### config.mk
export PLATFORM = sky130hd
export DESIGN_NAME = decoder_2to4_seq
export DESIGN_NICKNAME = d
export VERILOG_FILES = /design/src/rtl/decoder_2to4_seq.sv
export SDC_FILE = /design/constraint.sdc
export NUM_CORES = 1
export LEC_CHECK = 0
export CAP_MARGIN = 40
export CORE_MARGIN = 2
export CORE_UTILIZATION = 40
export DETAILED_ROUTE_END_ITERATION = 8
export HOLD_SLACK_MARGIN = 0.03
export PLACE_DENSITY_LB_ADDON = 0.15
export SLEW_MARGIN = 20
export SYNTH_ARGS = -nofsm -noshare
export SYNTH_HDL_FRONTEND = slang
export SYNTH_SLANG_ARGS = --single-unit
### constraint.sdc
create_clock -name clk -period 3.5 [get_ports clk]
set_input_delay 0.7 -clock clk [delete_from_list [all_inputs] [get_ports clk]]
set_output_delay 0.7 -clock clk [all_outputs]
set_load 0.1 [all_outputs]
### src/rtl/decoder_2to4_seq.sv
// Registered 2-to-4 decoder fed by a small code FIFO. Each queued index is
// replayed as a one-hot word held for HOLD cycles, followed by one idle cycle.
module decoder_2to4_seq #(
    parameter int HOLD  = 2,
    parameter int DEPTH = 4
) (
    input  logic       clk,
    input  logic       rst_n,
    input  logic [1:0] Y,
    input  logic       valid,
    output logic       ready,
    output logic [3:0] D,
    output logic       D_valid,
    output logic       busy,
    output logic [7:0] count
);

    localparam int AW = $clog2(DEPTH);
    localparam logic [AW:0] FULL_OCC  = (AW+1)'(DEPTH);
    localparam logic [3:0]  HOLD_LOAD = 4'(HOLD - 1);

    typedef enum logic [1:0] {
        IDLE  = 2'd0,
        DRIVE = 2'd1,
        GAP   = 2'd2
    } state_t;

    state_t        state_q;
    logic [1:0]    mem_q [DEPTH];
    logic [AW-1:0] wr_ptr_q;
    logic [AW-1:0] rd_ptr_q;
    logic [AW:0]   occ_q;
    logic [AW:0]   occ_d;
    logic [3:0]    hold_q;
    logic [3:0]    d_q;
    logic          d_valid_q;
    logic [7:0]    count_q;

    logic          full;
    logic          empty;
    logic          push;
    logic          pop;
    logic [1:0]    head;

    assign full  = (occ_q == FULL_OCC);
    assign empty = (occ_q == '0);
    assign ready = !full;
    assign push  = valid && !full;
    // IDLE and GAP both take the next code as soon as one is queued.
    assign pop   = (state_q != DRIVE) && !empty;
    assign head  = mem_q[rd_ptr_q];

    // NOTE: every variable assigned in always_comb gets a default first so no latch is inferred.
    always_comb begin
        occ_d = occ_q;
        case ({push, pop})
            2'b10:   occ_d = occ_q + 1'b1;
            2'b01:   occ_d = occ_q - 1'b1;
            default: occ_d = occ_q;
        endcase
    end

    // NOTE: storage array carries no reset; only pointers and occupancy define its contents.
    always_ff @(posedge clk) begin
        if (push) begin
            mem_q[wr_ptr_q] <= Y;
        end
    end

    // NOTE: sequential state uses non-blocking assignments so all registers update together.
    always_ff @(posedge clk or negedge rst_n) begin
        if (!rst_n) begin
            state_q   <= IDLE;
            wr_ptr_q  <= '0;
            rd_ptr_q  <= '0;
            occ_q     <= '0;
            hold_q    <= '0;
            d_q       <= '0;
            d_valid_q <= 1'b0;
            count_q   <= '0;
        end else begin
            occ_q <= occ_d;
            if (push) begin
                wr_ptr_q <= wr_ptr_q + 1'b1;
            end
            if (pop) begin
                rd_ptr_q <= rd_ptr_q + 1'b1;
            end

            case (state_q)
                IDLE, GAP: begin
                    if (pop) begin
                        d_q       <= 4'b0001 << head;
                        d_valid_q <= 1'b1;
                        hold_q    <= HOLD_LOAD;
                        count_q   <= count_q + 1'b1;
                        state_q   <= DRIVE;
                    end else begin
                        d_q       <= '0;
                        d_valid_q <= 1'b0;
                        state_q   <= IDLE;
                    end
                end
                DRIVE: begin
                    if (hold_q == '0) begin
                        d_q       <= '0;
                        d_valid_q <= 1'b0;
                        state_q   <= GAP;
                    end else begin
                        hold_q <= hold_q - 1'b1;
                    end
                end
                default: begin
                    d_q       <= '0;
                    d_valid_q <= 1'b0;
                    state_q   <= IDLE;
                end
            endcase
        end
    end

    assign D       = d_q;
    assign D_valid = d_valid_q;
    assign count   = count_q;
    assign busy    = (state_q != IDLE) || !empty;

endmodule

# --- Word level (Yosys, flattened, before mapping) ---
# Memory sizes are Yosys's and may differ from the RTL's.
# Index checks and enable logic that the tools add are counted.
word_totals:
  regBits: 26
  latchBits: 0
  ramBits: 8
  romBits: 0
  in_bits: 5
  n_memories: 1
memory_table:
  columns: ["memory", "depth", "word_bits", "rd", "rd_ports_with_merged_regs", "wr", "line", "source"]
  rows:
  - ["mem_q", 4, 2, 1, 0, 1, "29", "logic [1:0] mem_q [DEPTH];"]
classes:
  n_addsub: 6
  mul: 0
  div: 0
  n_lt_le_gt_ge: 0
  n_eq_ne: 9
  shift: 1
  muxes: 15
  n_bitwise: 0
  n_reduce_logical: 14
op_table:
  columns: ["cell", "n"]
  rows:
  - ["2-to-1 mux 4 bit", 4]
  - ["one-hot mux 4 bit (2 select lines)", 2]
  - ["adder 8 x 1 -> 8 bit (second input constant)", 1]
  - ["inequality test 2 bit (second input constant)", 3]
  - ["one-hot mux 3 bit (2 select lines)", 1]
  - ["nonzero test 2 bit", 3]
  - ["2-to-1 mux 1 bit", 5]
  - ["adder 2 x 1 -> 2 bit (second input constant)", 2]
  - ["equality test 2 x 1 -> 1 bit (second input constant)", 2]
  - ["equality test 2 bit (second input constant)", 2]
  - ["logical NOT 4 bit", 1]
  - ["one-hot mux 2 bit (2 select lines)", 1]
  - ["<< shifter 1 x 2 -> 4 bit (first input constant)", 1]
  - ["subtractor 4 x 1 -> 4 bit (second input constant)", 1]
  - ["adder 3 x 1 -> 3 bit (second input constant)", 1]
  - ["equality test 3 bit (second input constant)", 1]
  - ["logical NOT 3 bit", 1]
  - ["AND reduction 3 bit", 1]
  - ["subtractor 3 x 1 -> 3 bit (second input constant)", 1]
  - ["logical AND 1 bit", 2]
  - ["logical NOT 1 bit", 2]
  - ["logical NOT 2 bit", 1]
  - ["2-to-1 mux 2 bit", 1]
  - ["inequality test 2 x 1 -> 1 bit (second input constant)", 1]
  - ["other kinds (4)", 4]

# --- Logic depth before layout (Yosys ltp) ---
logic_depth:
  depth_word: 5
  ltp_mapped: 10
  mapped_depth_nobuf: 10

# --- Least setup slack after synthesis ---
# OpenSTA, ideal clock, no wires.
synth_path:
  path_type: "reg2reg"
  startpoint: "register occ_q[0]"
  endpoint: "register occ_q[2]"
  arrival_time_ns: 2.875
  required_time_ns: 3.421
  setup_slack_ns: 0.546
  path_stages_with_launch: 11
  n_path_buf: 0
  synth_period_minus_slack_ns: 2.954
  cell_sequence: "dfrtp_1 -> inv_1 -> nand3_1 -> and2_1 -> inv_1 -> ha_1 -> inv_1 -> fa_1 -> xor2_1 -> nor2_1 -> xor2_1"
synth_via:
  elab_chain_len: 5
  elab_cells_between_ends: 12
synth_lines:
  columns: ["element", "line", "source"]
  rows:
  - ["start: declaration", "32", "logic [AW:0] occ_q;"]
  - ["start signal: assignment", "76", "occ_q <= '0;"]
  - ["start signal: assignment", "82", "occ_q <= occ_d;"]
  - ["equality test 3 bit (*)", "45", "assign full = (occ_q == FULL_OCC);"]
  - ["logical NOT 1 bit (*)", null, null]
  - ["via ready", "11", "output logic ready,"]
  - ["logical AND 1 bit (*)", "48", "assign push = valid && !full;"]
  - ["equality test 2 x 1 -> 1 bit / equality test 2 bit (equally long branches)", "56", "case ({push, pop})"]
  - ["one-hot mux 3 bit (2 select lines) / nonzero test 2 bit (equally long branches)", null, null]
# The timed path passes the listed nets; every way through them passes the cells marked *.
# A chain may end at the register's enable or synchronous reset.

# --- Worst setup path in the final report ---
layout_path:
  startpoint: "input port valid"
  endpoint: "register occ_q[2]"
layout_via:
  elab_chain_len: 3
  elab_cells_between_ends: 5
layout_lines:
  columns: ["element", "line", "source"]
  rows:
  - ["start: declaration", "10", "input logic valid,"]
  - ["logical AND 1 bit (*)", "48", null]
  - ["equality test 2 x 1 -> 1 bit / equality test 2 bit (equally long branches)", "56", null]
  - ["one-hot mux 3 bit (2 select lines) / nonzero test 2 bit (equally long branches)", null, null]
# Mark *: on every way between the ends. The rest lies on a longest branch, timed or not.

==> flow_summary_export.csv <==
group,metric,value,unit
outcome,status,"finished, final reports clean",
cts,insertion_delay_of_the_later_clocked_pin_in_the_worst_skew_pair,0.28,ns
placement,post-place-ws,0.945,ns
sta,max_slew_violation_count,0,
critical_path,critical_path.n_buffers_inverters,3,
layout,drive_gt1_frac,0.178,
placement,placement.cell_area,1980,um^2
synth,syn_area_per_cell,12.5,um^2
sta,finalCritPeriodShare,0.642,
synth,area_fraction_in_and_or_nand_and_nor_cells_after_synthesis,0.142,
synth,dominant_combinational_cell_family_by_area_after_synthesis,"simple AND/OR/NAND/NOR gates",
route,top_layer,"met4",
min_path,min_delay_worst_endpoint,"D_valid",
cts,cts.clk_slew.worst_paths,0.07,ns
critical_path,cp_cell_sequence,"clkdlybuf4s50_1, and2_1, inv_1, ha_1, inv_1, fa_1, xor2_1, nor2_1, xor2_1",
cts,clock-sinks,34,
sta,hold_slack,0.474,ns
cts,cts_buffers,5,
layout,design_area,2060,um^2
critical_path,timing.critical_path.required,3.70,ns
critical_path,timing.critical_path.from_type,"input port",
job,max_cap_viols,0,
route,route.detailed.vias_per_inst,4.68,
global_routing,maximum_number_of_pins_on_one_net_before_global_route_repair,27,
die,core.rowCount,22,
route,detailroute.wirelength.met2,1180,um
sta,grt_setup_unrepaired,"no",
sta,final.setup.worst_slack,1.25,ns
cts,cts_tree,"yes",
critical_path,setup.worst_path.class,"input port to flip-flop",
route,detail-route-antenna-nets,0,
die,placeableCoreArea,3690,um^2
critical_path,arrival,2.45,ns
layout,design.final.nets,175,
synth,synthXorXnorAreaFrac,0.0854,
route,detail_route.wirelength,2570,um
critical_path,ff2ff_path_depth,8,
die,floorplan.initialDensity,0.417,
sta,setup_total_negative_slack,0,ns
min_path,hold_path_depth,1,
sta,fin_worst_skew,0.00498,ns
sta,tightest_slew,0.505,ns
sta,finalHoldViolCount,0,
die,design.die.area,4360,um^2
cts,htree_levels,2,
die,die_w,66,um
synth,synth_sequential_area_ratio,0.579,
synth,synth_nets,136,
critical_path,worst_path_dominant_cell_family,"buffers and inverters",
synth,yosys.cell_types.count,30,
route,1st_iter_drt_viols,56,
synth,post_synth_mux_area_share,0.0439,
global_routing,overflow,0,
placement,detailed_place_hpwl,1950,um
cts,postCtsResizedCells,0,
synth,synth-warning-count,0,
layout,n_antenna_cell,0,
placement,numPortBuffers,19,
critical_path,timing.reg2reg.setup_slack,1.31,ns
min_path,min_from,"D_valid",
route,routed_length_on_met3,114,um
min_path,min_path_type,"flip-flop to flip-flop",
critical_path,ff_to_ff_end,"occ_q[2]",
cts,cts_hold_buf,0,
critical_path,worst_setup_path_end_kind,"flip-flop",
synth,netlist_instances,123,
die,pin_count,20,
route,route.layer.met1.wl,1250,um
sta,setup-violations-final,0,
placement,gp_congestion,0.819,
critical_path,critical_path.max_stage_delay,0.46,ns
global_routing,first_global_vias,1013,
route,route.vias.total,987,
synth,synthesized_area_fraction_occupied_by_ao_oa_aoi_and_oai_cells,0.0521,
synth,number_of_synthesized_register_bits,34,
die,die_y,66,um
critical_path,reg2reg_from,"state_q[0]",
sta,max_clock_freq,0.445,GHz
cts,cts_root_buf,"sky130_fd_sc_hd__clkbuf_8",
synth,netlist_area,1540,um^2
cts,clockBufferDepth,2,
global_routing,grt_usage,0.146,
global_routing,grt_pass1_wl,4730,um
route,drcViolationCount,0,
sta,min_period,2.25,ns
sta,max-slew-margin-rel,0.662,
critical_path,critical_path.slowest_cell,"sky130_fd_sc_hd__clkdlybuf4s50_1",
global_routing,antenna_found_initial,0,
critical_path,cp_max_fo,5,
synth,synthAdderAreaFrac,0.0700,
route,detailedRoute.firstPassIterationCount,4,
layout,synthToLayoutAreaGrowth,33.8,%
cts,post_cts.repair.setup_buffers,0,
route,post_dr_wirelength_cell,12.2,um
[flip-flops by register name (all words and copies together) (netlist names)]
| name | cells |
|---|---|
| wr_ptr_q | 2 |
| hold_q | 4 |
| count | 8 |
| mem_q | 8 |
| state_q | 2 |
| D_valid | 1 |
| occ_q | 3 |
| D | 4 |
| rd_ptr_q | 2 |
[per-layer routing]
metal | vias up | GRT usage
met4 | 0 | 0.0536
met1 | 457 | 0.183
met5 | - | 0
li1 | 506 | -
met2 | 19 | 0.230
met3 | 5 | 0.0562
[cell type report]
| class | instances | area (um^2) |
|---|---|---|
| fill | 322 | 1630 |
| sequential | 34 | 891 |
| multi-input combinational | 79 | 606 |
| timing repair buffer | 33 | 388 |
| clock buffer | 5 | 68.8 |
| tap | 48 | 60.1 |
| inverter | 9 | 33.8 |
| clock inverter | 3 | 11.3 |
[how the worst max path moves through the flow]
stage | end | startpoint | slack, ns | cells past startpoint
3_3_place_gp | occ_q[2] | valid | 1.05 | 9
6_report | occ_q[2] | valid | 1.25 | 9
5_1_grt | occ_q[2] | valid | 1.11 | 9
3_5_place_dp | occ_q[2] | valid | 0.95 | 9
4_1_cts | occ_q[2] | valid | 1.24 | 9
2_1_floorplan | occ_q[2] | occ_q[0] | 0.55 | 10
[stage by stage]
step                      utilization  cells
after global placement          0.483    190
after CTS                       0.558    211
after detailed placement        0.536    203
final                           0.558    211
after global routing            0.558    211
after floorplan                     -    123
[cell usage after synthesis, drive strengths merged]
master	n	area (um^2)
xnor2	9	78.8
edfxtp	8	240
ha	7	87.6
mux4	2	45.0
o22ai	1	6.26
a32o	1	10.0
or3b	1	8.76
a21o	1	7.51
nand2	10	37.5
nor2b	1	6.26
xor2	6	52.6
and2	1	6.26
buf	1	7.51
nor2	10	45.0
nand3	4	20.0
mux2	2	22.5
and3	5	31.3
o41ai	1	16.3
a21oi	3	15.0
nand4	3	18.8
inv	9	33.8
a22o	1	10.0
fa	1	20.0
nor3b	1	7.51
dfrtp	26	651
nor3	4	31.3
o21ai	3	15.0
nand2b	1	6.26
[logic make-up after synthesis]
logic type,count (synthesis)
simple gates,41
flops,34
xor+xnor,15
compound gates,11
buf+inv,10
fa+ha+maj,8
mux,4
[cell usage in the layout, fill, tap and decap left out, drive strengths merged]
cell and count:
or3b 1, clkbuf 5, nand4 3, clkinv 3, buf 16, nand3 4, nand2 10, mux4 2
o22ai 1, xor2 6, a21o 1, nand2b 1, o21ai 3, a21oi 3, fa 1, clkdlybuf4s50 17
xnor2 9, inv 9, o41ai 1, ha 7, and3 5, nor3 4, nor2 10, and2 1
a22o 1, a32o 1, edfxtp 8, nor2b 1, mux2 2, dfrtp 26, nor3b 1
Power is not shown: default switching activity piles up to over one toggle a cycle in this logic, so the estimate is an artifact.
